===== src/rtl/channel_serializer.sv =====
// Purpose: serializes one packed CHANNELS*D_WIDTH pixel into one D_WIDTH channel value per handshake; RELU_SERIALIZE_EN zeroes negative channels.
// Latency: 1 cycle from pixel accept to channel 0; back-to-back pixels stream with no bubble.
// Backpressure: out_ready low freezes the current channel; a new pixel is taken only when the last channel leaves.
module channel_serializer #(
    parameter int D_WIDTH  = 8,
    parameter int CHANNELS = 3,
    parameter int CH_W     = 2,
    parameter int CNT_W    = 16
) (
    input  logic                         clk,
    input  logic                         reset,
    input  logic                         in_valid,
    output logic                         in_ready,
    input  logic [D_WIDTH*CHANNELS-1:0]  in_data,
    input  logic                         in_last,
    output logic                         out_valid,
    input  logic                         out_ready,
    output logic [D_WIDTH-1:0]           out_data,
    output logic [CH_W-1:0]              out_channel,
    output logic                         out_pixel_last,
    output logic                         out_frame_last,
    output logic [CNT_W-1:0]             pixel_count
);

    localparam logic [0:0]      S_IDLE  = 1'b0;
    localparam logic [0:0]      S_SHIFT = 1'b1;
    localparam logic [CH_W-1:0] LAST_CH = CH_W'(CHANNELS - 1);
    localparam int              N_SLOTS = 1 << CH_W;

    logic [0:0]                  r_state;
    logic [D_WIDTH*CHANNELS-1:0] r_hold;
    logic                        r_last;
    logic [CH_W-1:0]             r_ch;
    logic [CNT_W-1:0]            r_cnt;

    logic                        w_at_last;
    logic                        w_done;
    logic [D_WIDTH-1:0]          w_sel;
    logic [D_WIDTH-1:0]          w_chan [0:N_SLOTS-1];

    // Channel slots padded to a power of two so the index never leaves the array.
    genvar g;
    generate
        for (g = 0; g < N_SLOTS; g++) begin : g_slot
            if (g < CHANNELS) begin : g_real
                assign w_chan[g] = r_hold[g*D_WIDTH +: D_WIDTH];
            end else begin : g_pad
                assign w_chan[g] = '0;
            end
        end
    endgenerate

    assign w_sel     = w_chan[r_ch];
    assign w_at_last = (r_ch == LAST_CH);
    assign w_done    = (r_state == S_SHIFT) && out_ready && w_at_last;

    // Handshake flags; upstream is only accepted while idle or as the last channel leaves.
    always_comb begin
        out_valid      = (r_state == S_SHIFT);
        in_ready       = (r_state == S_IDLE) || w_done;
        out_channel    = r_ch;
        out_pixel_last = out_valid && w_at_last;
        out_frame_last = out_pixel_last && r_last;
        pixel_count    = r_cnt;
    end

    // Read-out mux, optionally clamping negative channels to zero.
    always_comb begin
`ifdef RELU_SERIALIZE_EN
        out_data = w_sel[D_WIDTH-1] ? '0 : w_sel;
`else
        out_data = w_sel;
`endif
    end

    // Pixel holding register, channel index and IDLE/SHIFT sequencing.
    always_ff @(posedge clk) begin
        if (reset) begin
            r_state <= S_IDLE;
            r_hold  <= '0;
            r_last  <= 1'b0;
            r_ch    <= '0;
        end else begin
            case (r_state)
                S_IDLE: begin
                    if (in_valid) begin
                        r_hold  <= in_data;
                        r_last  <= in_last;
                        r_ch    <= '0;
                        r_state <= S_SHIFT;
                    end
                end
                default: begin
                    if (out_ready) begin
                        if (!w_at_last) begin
                            r_ch <= r_ch + CH_W'(1);
                        end else if (in_valid) begin
                            // Next pixel replaces the finished one with no idle cycle.
                            r_hold <= in_data;
                            r_last <= in_last;
                            r_ch   <= '0;
                        end else begin
                            r_ch    <= '0;
                            r_state <= S_IDLE;
                        end
                    end
                end
            endcase
        end
    end

    // Completed-pixel counter, cleared after the pixel that ends a frame.
    always_ff @(posedge clk) begin
        if (reset) begin
            r_cnt <= '0;
        end else if (w_done) begin
            r_cnt <= r_last ? '0 : r_cnt + CNT_W'(1);
        end
    end

endmodule

===== config.mk =====
export PLATFORM = sky130hd
export DESIGN_NAME = channel_serializer
export DESIGN_NICKNAME = d
export VERILOG_FILES = /design/src/rtl/channel_serializer.sv
export SDC_FILE = /design/constraint.sdc
export NUM_CORES = 1
export LEC_CHECK = 0
export BUFFER_PORTS_ARGS = -buffer_cell sky130_fd_sc_hd__buf_2
export CAP_MARGIN = 30
export CORE_ASPECT_RATIO = 1.2
export CORE_MARGIN = 3
export CORE_UTILIZATION = 48
export DETAILED_ROUTE_END_ITERATION = 7
export GPL_TIMING_DRIVEN = 0
export PLACE_DENSITY = 0.77
export SETUP_SLACK_MARGIN = 0.5
export SLEW_MARGIN = 15
export SYNTH_ARGS = -nofsm -noshare
export SYNTH_HDL_FRONTEND = slang
export SYNTH_SLANG_ARGS = --single-unit

===== constraint.sdc =====
create_clock -name clk -period 2.23 [get_ports clk]
set_clock_uncertainty 0.15 [all_clocks]
set_input_delay 0.446 -clock clk [delete_from_list [all_inputs] [get_ports clk]]
set_output_delay 0.446 -clock clk [all_outputs]
set_load 0.005 [all_outputs]

==> qor.yml <==
status: "completed"
finalCritPeriodShare_pct: 86.3
io-pin-count: 59
seqPwrFrac_pct: 55.3
antenna_found_initial: 0
grt_max_degree: 13
setup_violations: 0
synth-seq-cells: 44
intPower_w: 0.00115
synth_edf_count: 0
clock_power_share_pct: 33.6
dp_hpwl_mm: 3.32
syn2layout_area_growth_pct: 33.3
tns_ns: 0
crit_required_ns: 1.63
die_y_um: 75.9
netSwitchingFraction_pct: 23.7
synth.distinct_cells: 36
dieArea_um2: 4870
tightest_slew_ns: 0.512
synth_common_cells: "dfxtp_1 (44), nor2_1 (39), mux2i_1 (33)"
timing.final.max_slew_violations: 0
yosys.cell_count.top_type: "dfxtp_1"
cts_tree: "built"
place_inst: 323
cts.htree.levels: 2
worstPathMaxFanout: 8
worst_slack_ns: 0.306
die_w_um: 64.2
grt_overflow: 0
hp-class: "input pin to register"
row_count: 24
nNetsFinal: 317
clock_latency_ns: 0.29
port_buffers: 58
core_area_um2: 3780
relSlewSlack_pct: 65.9
drive_gt1_share_pct: 35.4
synth_nets: 243
p_sw_w: 0.000359
yosys-top-cells-area: "dfxtp_1 (45%), mux2i_1 (17%), nor2_1 (7.5%)"
endpoint_kind: "primary output"
cp_data_arrival_time_ns: 1.33
setup.worst_path.class: "register to primary output"
synthArstFlopShare_pct: 0
ys_seq_area_share_pct: 45.1
p_per_area_nw_per_um2: 581
critPathLaunchType: "register"
netlist_area_um2: 1950
pre_cts_ws_ns: 0.0273
fillerInstances: 327
grt_pass1_vias: 1779
grt_pass1_wl_mm: 7.96
postSynthCellCount: 213
synth_top_area_share_pct: 45.1
gp_congestion: 0.772
finalHoldViolCount: 0
first_pass_iters: 4
post-route-drc-count: 0
antenna_cells: 0
postRouteAntennaNets: 0
cap_viol_max_count: 0
root_buffer: "clkbuf_8"
post-route-min-period_ns: 1.92
vias: 1800
ys_warn_count: 0
fin_cells: 340
synth.avg_cell_area_um2: 9.16
cts_sinks: 44
synth.largest_area_cell: "dfxtp_1"
max-vdd-ir-drop_v: 0.000319
path_clk_slew_ns: 0.08
wirelength_mm: 4.90
power.leakage_nw: 1.12
grtUsageTotal_pct: 21.1
clk_path_buf_depth: 2
start_util_pct: 51.6
dr.first_iter.drc_count: 108
rsz0062_at_grt: "true"
synthFlopType: "dfxtp_1"
via_per_inst: 5.29
detail_route.wl_per_cell_um: 14.4
fmax_mhz: 520
power.share.combinational_pct: 11.1
cts_buffers: 5
==> sequential cells by signal, summed over array words and instances, names as in the netlist <==
name         count
pixel_count     16
r_last           1
out_valid        1
r_hold          24
out_channel      2
==> logic make-up after synthesis <==
logic type,count (synthesis),share of synthesized area (%)
multiplexers,33,16.9
adder cells (fa/ha/maj),1,0.641
flip-flops,44,45.1
AO/OA/AOI/OAI,23,6.80
XOR/XNOR,11,4.94
AND/OR/NAND/NOR,87,22.3
buffers and inverters,14,3.27
==> power groups by stage <==
stage / registers [W] / clock network [W] / logic (W)
floorplan: 0.000847 / 0 / 0.0000926
global placement: 0.000851 / 0 / 0.000149
detailed placement: 0.000852 / 0 / 0.000153
CTS: 0.000835 / 0.000522 / 0.000163
global route: 0.000840 / 0.000549 / 0.000187
finish: 0.000836 / 0.000508 / 0.000168
==> cells in the final DEF, fill, tap and decap left out, types with 2 or more instances in the layout <==
| cell type | n |
|---|---|
| nand3_1 | 3 |
| nor2_1 | 39 |
| mux2i_1 | 32 |
| xnor2_1 | 7 |
| nand4_1 | 7 |
| xor2_1 | 4 |
| dfxtp_1 | 36 |
| a21oi_1 | 7 |
| buf_4 | 8 |
| o21ai_1 | 3 |
| buf_2 | 57 |
| inv_1 | 3 |
| dfxtp_2 | 7 |
| clkbuf_8 | 7 |
| nand2_1 | 16 |
| or3_1 | 3 |
| clkbuf_1 | 5 |
| o21ai_0 | 6 |
| buf_6 | 7 |
| nor4_1 | 2 |
| nand3b_1 | 2 |
==> critical path: stages (launching register included) <==
cell       delay (ns)
dfxtp_2          0.34
buf_6            0.13
clkbuf_16        0.16
mux2i_4          0.22
o21ai_2          0.06
buf_2            0.12
==> metrics by stage <==
step | total power, W | util, % | cell area (um2) | hold slack [ns]
floorplan | 0.000940 | - | 1950 | 0.310
global placement | 0.00100 | 61.0 | 2310 | 0.322
detailed placement | 0.00101 | 61.0 | 2310 | 0.335
CTS | 0.00152 | 66.9 | 2530 | 0.232
global route | 0.00158 | 68.8 | 2600 | 0.245
finish | 0.00151 | 68.8 | 2600 | 0.234
==> worst paths after layout <==
path,startpoint,cells past startpoint,slack (ns),end
max,out_channel[1]$_SDFFE_PP0P_,5,0.31,out_data[4]
min reg2reg,pixel_count[15]$_SDFFE_PP0P_,2,0.35,pixel_count[15]$_SDFFE_PP0P_
max reg2reg,out_channel[1]$_SDFFE_PP0P_,6,0.35,pixel_count[15]$_SDFFE_PP0P_
min,in_data[5],3,0.23,r_hold[5]$_SDFFE_PP0P_
==> routing by layer <==
layer	track usage, %	up-vias	wire length [um]
met5	0	-	0
met4	7.75	0	99
met1	23.8	835	1930
met2	39.2	73	2480
met3	4.87	11	380
li1	-	881	-
==> layout make-up <==
class / count / area (um2) / area share, %
repair buffers: 67 / 380 / 14.6
well taps: 52 / 65.1 / 2.50
multi-input cells: 155 / 1060 / 40.8
inverters: 3 / 11.3 / 0.433
plain buffers: 11 / 98.8 / 3.80
flip-flops and latches: 44 / 893 / 34.3
clock buffers: 8 / 90.1 / 3.46
==> timing repair <==
item	4_1_cts	5_1_grt
setup buffers	6	2
setup endpoints to repair	42	29
gates resized for setup	25	16
pin swaps	4	2
hold buffers	0	0
cloned	1	0
(Power assumes the default switching activity.)
